==> config.mk <==
export PLATFORM = sky130hd
export DESIGN_NAME = pll_dyn_cfg_ctrl
export DESIGN_NICKNAME = d
export VERILOG_FILES = /design/src/rtl/pll_dyn_cfg_ctrl.sv
export SDC_FILE = /design/constraint.sdc
export NUM_CORES = 1
export LEC_CHECK = 0
export ABC_AREA = 1
export BUFFER_PORTS_ARGS = -buffer_cell sky130_fd_sc_hd__buf_2
export CAP_MARGIN = 15
export CORE_ASPECT_RATIO = 0.5
export CORE_MARGIN = 3
export CORE_UTILIZATION = 38
export CTS_CLUSTER_SIZE = 20
export DETAILED_ROUTE_END_ITERATION = 7
export SLEW_MARGIN = 15
export SYNTH_ARGS = -nofsm -noshare
export SYNTH_HDL_FRONTEND = slang
export SYNTH_SLANG_ARGS = --single-unit
==> constraint.sdc <==
create_clock -name clk -period 8.6 [get_ports clk]
set_clock_uncertainty 0.2 [all_clocks]
set_input_delay 1.72 -clock clk [delete_from_list [all_inputs] [get_ports clk]]
set_output_delay 1.72 -clock clk [all_outputs]
set_load 0.01 [all_outputs]
==> src/rtl/pll_dyn_cfg_ctrl.sv <==
`default_nettype none
// ============================================================================
// Module   : pll_dyn_cfg_ctrl
// Brief    : Shadowed dynamic-config writer and reset/lock sequencer for the PLL.
//            Optional macro PLL_CFG_READBACK_EN adds the cfg_rd/cfg_rdata port.
// Revision : 1.0 - initial release
// ============================================================================
module pll_dyn_cfg_ctrl #(
    parameter int RST_CYCLES   = 16,
    parameter int LOCK_TIMEOUT = 65535,
    parameter int LOCK_STABLE  = 64
) (
    input  logic        clk,
    input  logic        rst,
    input  logic        cfg_wr,
    input  logic [4:0]  cfg_addr,
    input  logic [12:0] cfg_wdata,
    input  logic        cfg_start,
`ifdef PLL_CFG_READBACK_EN
    input  logic        cfg_rd,
    output logic [12:0] cfg_rdata,
`endif
    input  logic        pll_lock,
    output logic        pll_rst,
    output logic [9:0]  dyn_idiv,
    output logic [9:0]  dyn_fdiv,
    output logic [9:0]  dyn_odiv0,
    output logic [9:0]  dyn_odiv1,
    output logic [9:0]  dyn_odiv2,
    output logic [9:0]  dyn_odiv3,
    output logic [9:0]  dyn_odiv4,
    output logic [9:0]  dyn_duty0,
    output logic [9:0]  dyn_duty1,
    output logic [9:0]  dyn_duty2,
    output logic [9:0]  dyn_duty3,
    output logic [9:0]  dyn_duty4,
    output logic [12:0] dyn_phase0,
    output logic [12:0] dyn_phase1,
    output logic [12:0] dyn_phase2,
    output logic [12:0] dyn_phase3,
    output logic [12:0] dyn_phase4,
    output logic        busy,
    output logic        locked,
    output logic        done,
    output logic        err,
    output logic        lock_lost
);

    localparam int c_RW = $clog2(RST_CYCLES + 1);
    localparam int c_TW = $clog2(LOCK_TIMEOUT + 1);
    localparam int c_SW = $clog2(LOCK_STABLE + 1);
    localparam logic [c_RW-1:0] c_RST_LAST = c_RW'(RST_CYCLES - 1);
    localparam logic [c_TW-1:0] c_TO_LAST  = c_TW'(LOCK_TIMEOUT - 1);
    localparam logic [c_TW-1:0] c_TO_MAX   = c_TW'(LOCK_TIMEOUT);
    localparam logic [c_SW-1:0] c_ST_LAST  = c_SW'(LOCK_STABLE - 1);
    localparam logic [c_SW-1:0] c_ST_MAX   = c_SW'(LOCK_STABLE);
    localparam logic [12:0]     c_PHASE_RST = 13'd16;

    typedef enum logic [2:0] {
        S_IDLE   = 3'd0,
        S_APPLY  = 3'd1,
        S_RST    = 3'd2,
        S_WAIT   = 3'd3,
        S_STABLE = 3'd4,
        S_LOCKED = 3'd5,
        S_ERR    = 3'd6
    } state_t;

    // Index 0 idiv, 1 fdiv, 2..6 odiv, 7..11 duty; phases live in the 13-bit bank.
    function automatic logic [9:0] f_rst10(input int idx);
        case (idx)
            0:       f_rst10 = 10'd2;
            1:       f_rst10 = 10'd32;
            default: f_rst10 = 10'd100;
        endcase
    endfunction

    state_t            r_state;
    logic [c_RW-1:0]   r_rst_cnt;
    logic [c_TW-1:0]   r_to_cnt;
    logic [c_SW-1:0]   r_st_cnt;
    logic              r_lk_meta;
    logic              r_lk_s;
    logic [9:0]        r_sh10  [0:11];
    logic [12:0]       r_sh13  [0:4];
    logic [9:0]        r_dyn10 [0:11];
    logic [12:0]       r_dyn13 [0:4];

    logic              w_timeout;
    logic [c_TW-1:0]   w_to_inc;
    logic [c_SW-1:0]   w_st_inc;

    assign w_timeout = (r_to_cnt >= c_TO_LAST);
    assign w_to_inc  = (r_to_cnt == c_TO_MAX) ? r_to_cnt : r_to_cnt + 1'b1;
    assign w_st_inc  = (r_st_cnt == c_ST_MAX) ? r_st_cnt : r_st_cnt + 1'b1;

    always_ff @(posedge clk) begin
        if (rst) begin
            r_lk_meta <= 1'b0;
            r_lk_s    <= 1'b0;
        end else begin
            r_lk_meta <= pll_lock;
            r_lk_s    <= r_lk_meta;
        end
    end

    always_ff @(posedge clk) begin
        if (rst) begin
            r_state   <= S_RST;
            r_rst_cnt <= '0;
            r_to_cnt  <= '0;
            r_st_cnt  <= '0;
            pll_rst   <= 1'b1;
            busy      <= 1'b1;
            locked    <= 1'b0;
            done      <= 1'b0;
            err       <= 1'b0;
            lock_lost <= 1'b0;
            for (int i = 0; i < 12; i++) begin
                r_sh10[i]  <= f_rst10(i);
                r_dyn10[i] <= f_rst10(i);
            end
            for (int j = 0; j < 5; j++) begin
                r_sh13[j]  <= c_PHASE_RST;
                r_dyn13[j] <= c_PHASE_RST;
            end
        end else begin
            done      <= 1'b0;
            lock_lost <= 1'b0;

            if (cfg_wr) begin
                for (int i = 0; i < 12; i++)
                    if (cfg_addr == 5'(i)) r_sh10[i] <= cfg_wdata[9:0];
                for (int j = 0; j < 5; j++)
                    if (cfg_addr == 5'(j + 12)) r_sh13[j] <= cfg_wdata;
            end

            case (r_state)
                S_IDLE: begin
                    if (cfg_start) begin
                        r_state <= S_APPLY;
                        busy    <= 1'b1;
                    end
                end
                S_APPLY: begin
                    for (int i = 0; i < 12; i++) r_dyn10[i] <= r_sh10[i];
                    for (int j = 0; j < 5; j++)  r_dyn13[j] <= r_sh13[j];
                    r_state   <= S_RST;
                    r_rst_cnt <= '0;
                    pll_rst   <= 1'b1;
                end
                S_RST: begin
                    if (r_rst_cnt == c_RST_LAST) begin
                        r_state  <= S_WAIT;
                        pll_rst  <= 1'b0;
                        r_to_cnt <= '0;
                        r_st_cnt <= '0;
                    end else begin
                        r_rst_cnt <= r_rst_cnt + 1'b1;
                    end
                end
                S_WAIT, S_STABLE: begin
                    // Timeout outranks a stable count completing on the same edge.
                    if (w_timeout) begin
                        r_state <= S_ERR;
                        err     <= 1'b1;
                        pll_rst <= 1'b1;
                        busy    <= 1'b0;
                    end else begin
                        r_to_cnt <= w_to_inc;
                        if (!r_lk_s) begin
                            r_state  <= S_WAIT;
                            r_st_cnt <= '0;
                        end else if (r_state == S_WAIT) begin
                            r_state  <= S_STABLE;
                            r_st_cnt <= '0;
                        end else if (r_st_cnt == c_ST_LAST) begin
                            r_state <= S_LOCKED;
                            locked  <= 1'b1;
                            done    <= 1'b1;
                            busy    <= 1'b0;
                        end else begin
                            r_st_cnt <= w_st_inc;
                        end
                    end
                end
                S_LOCKED: begin
                    if (!r_lk_s) begin
                        r_state   <= S_WAIT;
                        lock_lost <= 1'b1;
                        locked    <= 1'b0;
                        busy      <= 1'b1;
                        r_to_cnt  <= '0;
                        r_st_cnt  <= '0;
                    end else if (cfg_start) begin
                        r_state <= S_APPLY;
                        locked  <= 1'b0;
                        busy    <= 1'b1;
                    end
                end
                S_ERR: begin
                    if (cfg_start) begin
                        r_state <= S_APPLY;
                        err     <= 1'b0;
                        pll_rst <= 1'b0;
                        busy    <= 1'b1;
                    end
                end
                default: begin
                    r_state <= S_IDLE;
                    busy    <= 1'b0;
                end
            endcase
        end
    end

`ifdef PLL_CFG_READBACK_EN
    logic [12:0] r_rdata;

    always_ff @(posedge clk) begin
        if (rst) begin
            r_rdata <= '0;
        end else if (cfg_rd) begin
            r_rdata <= '0;
            for (int i = 0; i < 12; i++)
                if (cfg_addr == 5'(i)) r_rdata <= {3'b000, r_sh10[i]};
            for (int j = 0; j < 5; j++)
                if (cfg_addr == 5'(j + 12)) r_rdata <= r_sh13[j];
        end
    end

    assign cfg_rdata = r_rdata;
`endif

    assign dyn_idiv   = r_dyn10[0];
    assign dyn_fdiv   = r_dyn10[1];
    assign dyn_odiv0  = r_dyn10[2];
    assign dyn_odiv1  = r_dyn10[3];
    assign dyn_odiv2  = r_dyn10[4];
    assign dyn_odiv3  = r_dyn10[5];
    assign dyn_odiv4  = r_dyn10[6];
    assign dyn_duty0  = r_dyn10[7];
    assign dyn_duty1  = r_dyn10[8];
    assign dyn_duty2  = r_dyn10[9];
    assign dyn_duty3  = r_dyn10[10];
    assign dyn_duty4  = r_dyn10[11];
    assign dyn_phase0 = r_dyn13[0];
    assign dyn_phase1 = r_dyn13[1];
    assign dyn_phase2 = r_dyn13[2];
    assign dyn_phase3 = r_dyn13[3];
    assign dyn_phase4 = r_dyn13[4];

endmodule
`default_nettype wire

==> flow_summary.toml, run 1 <==
[drt]
viasPerCell = 4.51
wl_microns = 35600
drc = 0
wl_per_cell_microns = 16.7
dr_total_vias = 9611
drtPass1Iterations = 5
first_iter_violations = 733
ant_nets = 0

[die]
initial_utilization = 0.389
core_sq_um = 40700
ios = 214
die_area_sq_um = 44300
rows = 52
die-height_microns = 150
die_width_microns = 295

[cts]
cts.repair.resized = 0
clk_path_buf_depth = 3
cts_hold_buf = 0
h-tree-depth = 2
clockRootBuffer = "clkbuf_16"
cts_tree = "built"
clk_latency_ns = 0.55
clk_pin_slew_ns = 0.07
clkSinkCount = 409
cts_buffers = 38
postCtsSetupBuffers = 0

[critical_path]
required_ns = 8.64
critPathCaptureType = "flop"
start_kind = "input port"
worst-setup-path-type = "in2reg"
cp_data_arrival_time_ns = 4.05
r2r_setup_slack_ns = 5.73
critPathMaxFanout = 95

[synthesis]
synthCells = 1337
yosysWarnings = 0
async_reset_ff_frac = 0
yosys.area.top_type = "edfxtp_1"
synth_compound_area_frac = 0.0181
yosys.area.top_type_share = 0.702
syn-cell-area_sq_um = 15800
ys_ff_latch = 409
avgSynthCellArea_sq_um = 11.8
yosys.area_share.simple = 0.155
yosysSeqAreaShare = 0.751
synth_edf_count = 370
syn_nets = 1366
synthAdderAreaFrac = 0.00474
synth.top_cells.by_count = "edfxtp_1, nor2_1, inv_1"
ys_top_cells_by_area = "edfxtp_1, nor2_1, inv_1"
synth_top_family_by_area = "simple AND/OR/NAND/NOR gates"
synth.most_common_cell = "edfxtp_1"
synthDistinctLibCells = 36
synth_ff_type = "edfxtp_1"
post_synth_xor_area_fraction = 0.00498
synthMuxAreaShare = 0

[layout]
area.growth.synth_to_final_pct = 18.5
drive_above_1_share = 0.215
layout.nets = 1590
fin_cells = 2132

[global_routing]
grt_pass1_vias = 9511
antenna_found_initial = 3
track_usage = 0.159
grt_overflow = 0
grt_first_pass_wirelength_microns = 53500
grt_max_degree = 188

[pwr]
peakVddDrop_mv = 0.174
cellPowerDensity_nw_per_um2 = 239
leakagePower_nw = 7.59

[timing]
fmax_ghz = 0.250
fin_setup_tns_ns = 0
setup_viol = 0
fin_crit_sh = 0.466
rsz0062_at_grt = "no"
worst_pin_slew_ns = 1.08
hold_viol = 0
relSlewSlack = 0.280
final_max_slew_viol_count = 0
fin_crit_ns = 4.00

[outcome]
status = "completed"

[place]
place.gp.congestion = 0.806
place_inst = 2061
dp_hpwl_microns = 23600
portBuffers = 213

[hold_path]
hold_path_class = "reg2reg"

[flow_run]
maxCapViolCount = 0
## through the flow
| step | power [mW] | hold WS (ns) | util | worst slack [ns] | area [sq um] |
|---|---|---|---|---|---|
| after floorplan | 2.68 | 0.188 | - | 1.71 | 15800 |
| after global placement | 2.80 | 0.253 | 0.429 | 4.04 | 17500 |
| after detailed placement | 2.81 | 0.251 | 0.429 | 4.02 | 17500 |
| after CTS | 4.52 | 0.264 | 0.460 | 4.58 | 18800 |
| after global routing | 4.66 | 0.284 | 0.461 | 4.34 | 18800 |
| final | 4.48 | 0.261 | 0.461 | 4.60 | 18800 |
## routing by layer
| layer | vias up | wire (microns) | GRT usage |
|---|---|---|---|
| met5 | - | 0 | 0 |
| met1 | 4649 | 14600 | 0.193 |
| li1 | 4729 | - | - |
| met2 | 174 | 18600 | 0.288 |
| met4 | 0 | 1060 | 0.0590 |
| met3 | 59 | 1360 | 0.0280 |
## sequential cells by signal, summed over array words and instances, names as in the netlist
name       cells
r_state        3
r_lk_s         1
locked         1
r_dyn13       65
r_to_cnt      16
r_sh13        65
r_rst_cnt      5
busy           1
pll_rst        1
r_dyn10      120
lock_lost      1
err            1
done           1
r_lk_meta      1
r_st_cnt       7
r_sh10       120
## worst paths after layout
check | start | to | cells after the start
max | rst | r_dyn13[0][3] | 6
min | r_lk_meta | r_lk_s | 2
max reg2reg | r_state[1] | r_dyn13[0][3] | 8
min reg2reg | r_lk_meta | r_lk_s | 2
## report_power, final
group	switching (mW)	total (mW)	leakage, nW	internal [mW]
combinational	0.324	0.443	3.09	0.119
clock	0.749	1.72	0.606	0.975
sequential	0.0448	2.32	3.89	2.27
## worst max-delay path, cell delays in order
cell and delay (ns):
buf_2 0.08, buf_4 0.49, nor2_1 0.18, inv_4 0.64, buf_4 0.71, nor2_1 0.09
## area by class of cell
| class | instances | area, sq um |
|---|---|---|
| fill | 3734 | 22000 |
| inverter | 237 | 892 |
| multi-input combinational | 655 | 2900 |
| clock inverter | 26 | 295 |
| sequential | 409 | 11900 |
| clock buffer | 42 | 966 |
| tap | 540 | 676 |
| timing repair buffer | 220 | 1130 |
| antenna | 3 | 7.51 |
## placed cells by master (no fill, tap or decap), types with 2 or more instances in the layout
cell type,Yosys,final
clkbuf_16,0,38
o21bai_1,4,4
o21ai_0,9,9
clkinv_2,0,6
inv_1,221,221
ha_1,6,6
diode_2,0,3
o21ai_1,4,4
clkbuf_1,29,4
nand3_1,19,19
clkinvlp_4,0,4
xor2_1,3,3
nand4_1,7,7
buf_4,1,6
edfxtp_1,370,370
or2_2,38,38
inv_2,6,5
clkinv_1,10,13
buf_2,2,213
o211ai_1,2,2
nor2_2,3,3
nor2_4,2,2
bufinv_16,0,5
nor2_1,334,334
nand2_1,170,169
a21oi_1,22,22
nor3_1,11,11
a21oi_2,2,2
nand2_2,2,2
xnor2_1,6,6
nand2_4,3,4
dfxtp_1,39,39
inv_6,0,5
## logic make-up after synthesis
group | Yosys count
adders and majority gates | 6
DFF | 409
buffers and inverters | 273
xor gates and xnor gates | 9
AOI/OAI and AO/OA | 48
and+or+nand+nor | 592
Note: power is estimated with default switching activity, not from simulation.
==> run 2, diff against run 1 <==
==> constraint.sdc (replaced) <==
create_clock -name clk -period 3.8 [get_ports clk]
set_clock_uncertainty 0.2 [all_clocks]
set_input_delay 0.76 -clock clk [delete_from_list [all_inputs] [get_ports clk]]
set_output_delay 0.76 -clock clk [all_outputs]
set_load 0.01 [all_outputs]
==> flow_summary.toml, run 2 (synthesis gave the netlist of run 1 again) <==
[global_routing]
grt.busiest_layer = "met2"
antenna_found_initial = 1
grt_pass1_vias = 9436
use_met1 = 0.200
grt_max_degree = 69
gr-usage-met3 = 0.0258
grt_first_pass_wirelength_microns = 54200
grt_overflow = 0
track_usage = 0.161
grtUsageMet2 = 0.295

[drt]
first_iter_violations = 801
ant_nets = 0
wl_per_cell_microns = 16.9
viasPerCell = 4.50
wl_microns = 36100
drc = 0
dr_total_vias = 9655
drtPass1Iterations = 5

[pwr]
cellPowerDensity_nw_per_um2 = 539
p_sw_mw = 2.54
seqPwrFrac = 0.514
peakVddDrop_mv = 0.278
swShare = 0.249
clockPowerShare = 0.388
pwr-share-comb = 0.099
leakagePower_nw = 7.68
p_int_mw = 7.66

[critical_path]
r2r_cells = 9
crit_path_cell_trace = "nor2_2, o21ai_4, nor2_4, nand2_4, nand2_4, nor2_1, inv_1, nor2_1, nor2_1"
worst-setup-path-type = "reg2reg"
slowest_delay_ns = 0.52
r2r_end = "r_st_cnt[2]"
crit_family = "simple AND/OR/NAND/NOR gates"
crit_buf_inv = 1
critPathSlowestCell = "dfxtp_1"
critPathMaxFanout = 17
r2r_setup_slack_ns = 1.25
cp_data_arrival_time_ns = 2.78
r2r-start = "r_state[0]"
start_kind = "flop"
path_common_cell = "nor2_1"
required_ns = 4.03
critPathCaptureType = "flop"
worst-path-stages = 9

[timing]
rsz0062_at_grt = "no"
hold_viol = 0
fin_crit_ns = 2.55
fin_crit_sh = 0.672
relSlewSlack = 0.508
worst_pin_slew_ns = 0.736
fin_setup_tns_ns = 0
worst_slack_ns = 1.25
final_max_slew_viol_count = 0
setup_viol = 0
fmax_ghz = 0.392

[cts]
cts_tree = "built"
clk_path_buf_depth = 3
clk_pin_slew_ns = 0.07
cts.repair.resized = 0
cts_hold_buf = 0
postCtsSetupBuffers = 0
clkSinkCount = 409
cts_buffers = 39
h-tree-depth = 2
clk_latency_ns = 0.55
clockRootBuffer = "clkbuf_16"

[layout]
layout_commonest_cell = "edfxtp_1"
fillers = 3748
largestRegisters = "r_dyn10 x120, r_sh10 x120"
drive_above_1_share = 0.221
layout.nets = 1602
layout_common_cells = "edfxtp_1, nor2_1, inv_1"
area.growth.synth_to_final_pct = 19.5

[die]
die_area_sq_um = 44300
initial_utilization = 0.389
ios = 214
core_sq_um = 40700
die-height_microns = 150
rows = 52
die_width_microns = 295

[place]
portBuffers = 213
place.gp.congestion = 0.819
place_ws_ns = 0.901
dp_hpwl_microns = 24900

[hold_path]
hp-start = "r_lk_meta"
whs_path_depth = 2
hold_path_class = "reg2reg"
min_to = "r_lk_s"

[flow_run]
maxCapViolCount = 0

[outcome]
status = "completed"
-- run 2: cell count changes in the layout (fill, tap and decap cells not counted), moves of 2 or more --
cell       before  now
buf_12          1    3
buf_4           6   15
clkbuf_16      38   40
clkinv_1       13   18
diode_2         3    1
inv_6           5    3
-- run 2: cell type report --
type	instances	area, sq um	share of cell area
flip-flops and latches	409	11900	0.629
multi-input cells	655	2910	0.154
repair buffers	231	1240	0.0655
clock buffers	44	1030	0.0543
inverters	237	892	0.0472
well taps	540	676	0.0357
clock inverters	28	270	0.0143
diodes	1	2.50	0.000132
-- run 2: layer usage --
metal,up-vias,share of wire
met2,190,0.52
met1,4651,0.42
met5,-,0
met3,51,0.044
li1,4763,-
met4,0,0.018
-- run 2: tightest hold or removal path, stage by stage, from the launching register on --
cell and delay (ns):
dfxtp_1 0.30, inv_1 0.06, nor2_1 0.04
-- run 2: how the worst max path moves through the flow --
stage	startpoint	to	slack [ns]
floorplan	rst	r_dyn10[0][0]	0.59
global placement	cfg_addr[2]	r_sh13[0][51]	0.88
detailed placement	cfg_wr	r_sh10[0][19]	0.90
CTS	r_state[0]	r_st_cnt[2]	1.18
global route	r_state[0]	r_st_cnt[4]	0.93
finish	r_state[0]	r_st_cnt[2]	1.25
-- run 2: power by group through the flow --
stage	Combinational (mW)	Clock, mW	Sequential (mW)
floorplan	0.697	0	5.35
global placement	1.01	0	5.34
detailed placement	1.02	0	5.34
CTS	1.02	4.04	5.24
global route	1.14	4.22	5.26
finish	1.01	3.95	5.24
-- run 2: stage by stage --
stage / hold WS (ns) / instance area (sq um) / util / instances / power [mW]
after global placement: 0.241 / 17600 / 0.432 / 2072 / 6.36
after detailed placement: 0.241 / 17600 / 0.432 / 2072 / 6.36
after floorplan: 0.188 / 15800 / - / 1337 / 6.05
after CTS: 0.247 / 18900 / 0.464 / 2144 / 10.3
final: 0.233 / 18900 / 0.464 / 2145 / 10.2
after global routing: 0.265 / 18900 / 0.464 / 2145 / 10.6
==> run 3, diff against run 2 <==
==> constraint.sdc (replaced) <==
create_clock -name clk -period 2.17 [get_ports clk]
set_clock_uncertainty 0.2 [all_clocks]
set_input_delay 0.434 -clock clk [delete_from_list [all_inputs] [get_ports clk]]
set_output_delay 0.434 -clock clk [all_outputs]
set_load 0.01 [all_outputs]
==> flow_summary.toml, run 3 (synthesis gave the netlist of run 1 again) <==
[critical_path]
critPathCaptureType = "flop"
r2r-start = "r_state[1]"
required_ns = 2.24
worst-setup-path-type = "reg2reg"
path_common_cell = "inv_2"
crit_buf_inv = 4
slowest_delay_ns = 0.34
start_kind = "flop"
cp_data_arrival_time_ns = 2.09
critPathMaxFanout = 38
worstSetupStartpoint = "r_state[1]"
critPathSlowestCell = "dfxtp_1"
crit_path_cell_trace = "inv_2, nand2_1, nor2_1, inv_2, nor2_2, inv_4, buf_12, or2_2"
crit_family = "simple AND/OR/NAND/NOR gates"

[global_routing]
grt_overflow = 0
grt_max_degree = 39
track_usage = 0.163
grt_pass1_vias = 10051
antenna_found_initial = 2
grt_first_pass_wirelength_microns = 55100

[flow_run]
maxCapViolCount = 0

[place]
place.gp.congestion = 0.832
dp_hpwl_microns = 25700
portBuffers = 213
place_ws_ns = -0.0155
place_inst = 2156

[cts]
h-tree-depth = 2
clockRootBuffer = "clkbuf_16"
clk_pin_slew_ns = 0.06
clk_path_buf_depth = 3
clk_latency_ns = 0.55
cts_buffers = 38
cts_tree = "built"
clkSinkCount = 409

[pwr]
leakagePower_nw = 8.11
cellPowerDensity_nw_per_um2 = 894
peakVddDrop_mv = 0.414

[drt]
dr_total_vias = 9972
wl_microns = 36400
wl_per_cell_microns = 16.4
viasPerCell = 4.48
first_iter_violations = 703
ant_nets = 0
drc = 0
drtPass1Iterations = 5

[die]
die_width_microns = 295
ios = 214
initial_utilization = 0.389
rows = 52
die_area_sq_um = 44300
die-height_microns = 150
core_sq_um = 40700

[timing]
fin_crit_ns = 2.02
rsz0062_at_grt = "no"
hold_viol = 0
relSlewSlack = 0.653
fmax_ghz = 0.496
setup_viol = 0
fin_crit_sh = 0.929
final_max_slew_viol_count = 0
worst_pin_slew_ns = 0.521
worst_slack_ns = 0.153
fin_setup_tns_ns = 0

[outcome]
status = "completed"

[layout]
largestRegisters = "r_dyn10 x120, r_sh10 x120"
layout_common_cells = "edfxtp_1, nor2_1, inv_1"
fin_cells = 2227
layout_commonest_cell = "edfxtp_1"
area.growth.synth_to_final_pct = 24.3
final_util = 0.483
drive_above_1_share = 0.259
layout.nets = 1688
fillers = 3664

[hold_path]
hold_path_class = "in2reg"
hp-start = "cfg_wdata[4]"
-- run 3: tightest hold or removal path, cell delays in order --
cell,delay [ns]
buf_2,0.11
inv_1,0.04
nor2_1,0.05
-- run 3: where the power goes --
part	switching [mW]	total, mW	internal (mW)
Sequential	0.154	9.15	9.00
Clock	2.90	6.40	3.50
Combinational	1.35	2.03	0.681
-- run 3: final cells by class --
type	instances	area, sq um	area share
multi-input cells	655	2920	0.149
inverters	237	893	0.0454
diodes	2	5.00	0.000254
clock buffers	47	985	0.0500
repair buffers	318	2130	0.108
flip-flops and latches	409	11900	0.605
clock inverters	19	173	0.00878
well taps	540	676	0.0343
-- run 3: repair_timing --
item                                   4_1_cts  5_1_grt
hold buffers                                 2        0
endpoints found under the hold margin        2        0
buffers inserted                             0        1
setup endpoints to repair                    0       86
resized for setup                            0       10
-- run 3: metal layers --
layer	vias up	wire length, microns	part of all wire	GRT usage
met3	59	1310	0.036	0.0262
li1	4933	-	-	-
met5	-	0	0	0.00111
met4	0	810	0.022	0.0491
met1	4815	15400	0.42	0.201
met2	165	19000	0.52	0.297
-- run 3: metrics by stage --
| stage | power (mW) | instance area, sq um | hold slack, ns |
|---|---|---|---|
| 2_1_floorplan | 10.6 | 15900 | 0.188 |
| 3_3_place_gp | 11.3 | 18500 | 0.239 |
| 3_5_place_dp | 11.3 | 18500 | 0.241 |
| 4_1_cts | 17.7 | 19600 | 0.0312 |
| 5_1_grt | 18.3 | 19700 | 0.0417 |
| 6_report | 17.6 | 19700 | 0.0579 |
-- run 3: worst paths after layout --
path | to | slack [ns] | cells after the start
max | r_dyn13[0][4] | 0.15 | 8
max reg2reg | r_dyn13[0][4] | 0.15 | 8
min reg2reg | r_lk_s | 0.24 | 2
min | r_sh10[2][34] | 0.06 | 3
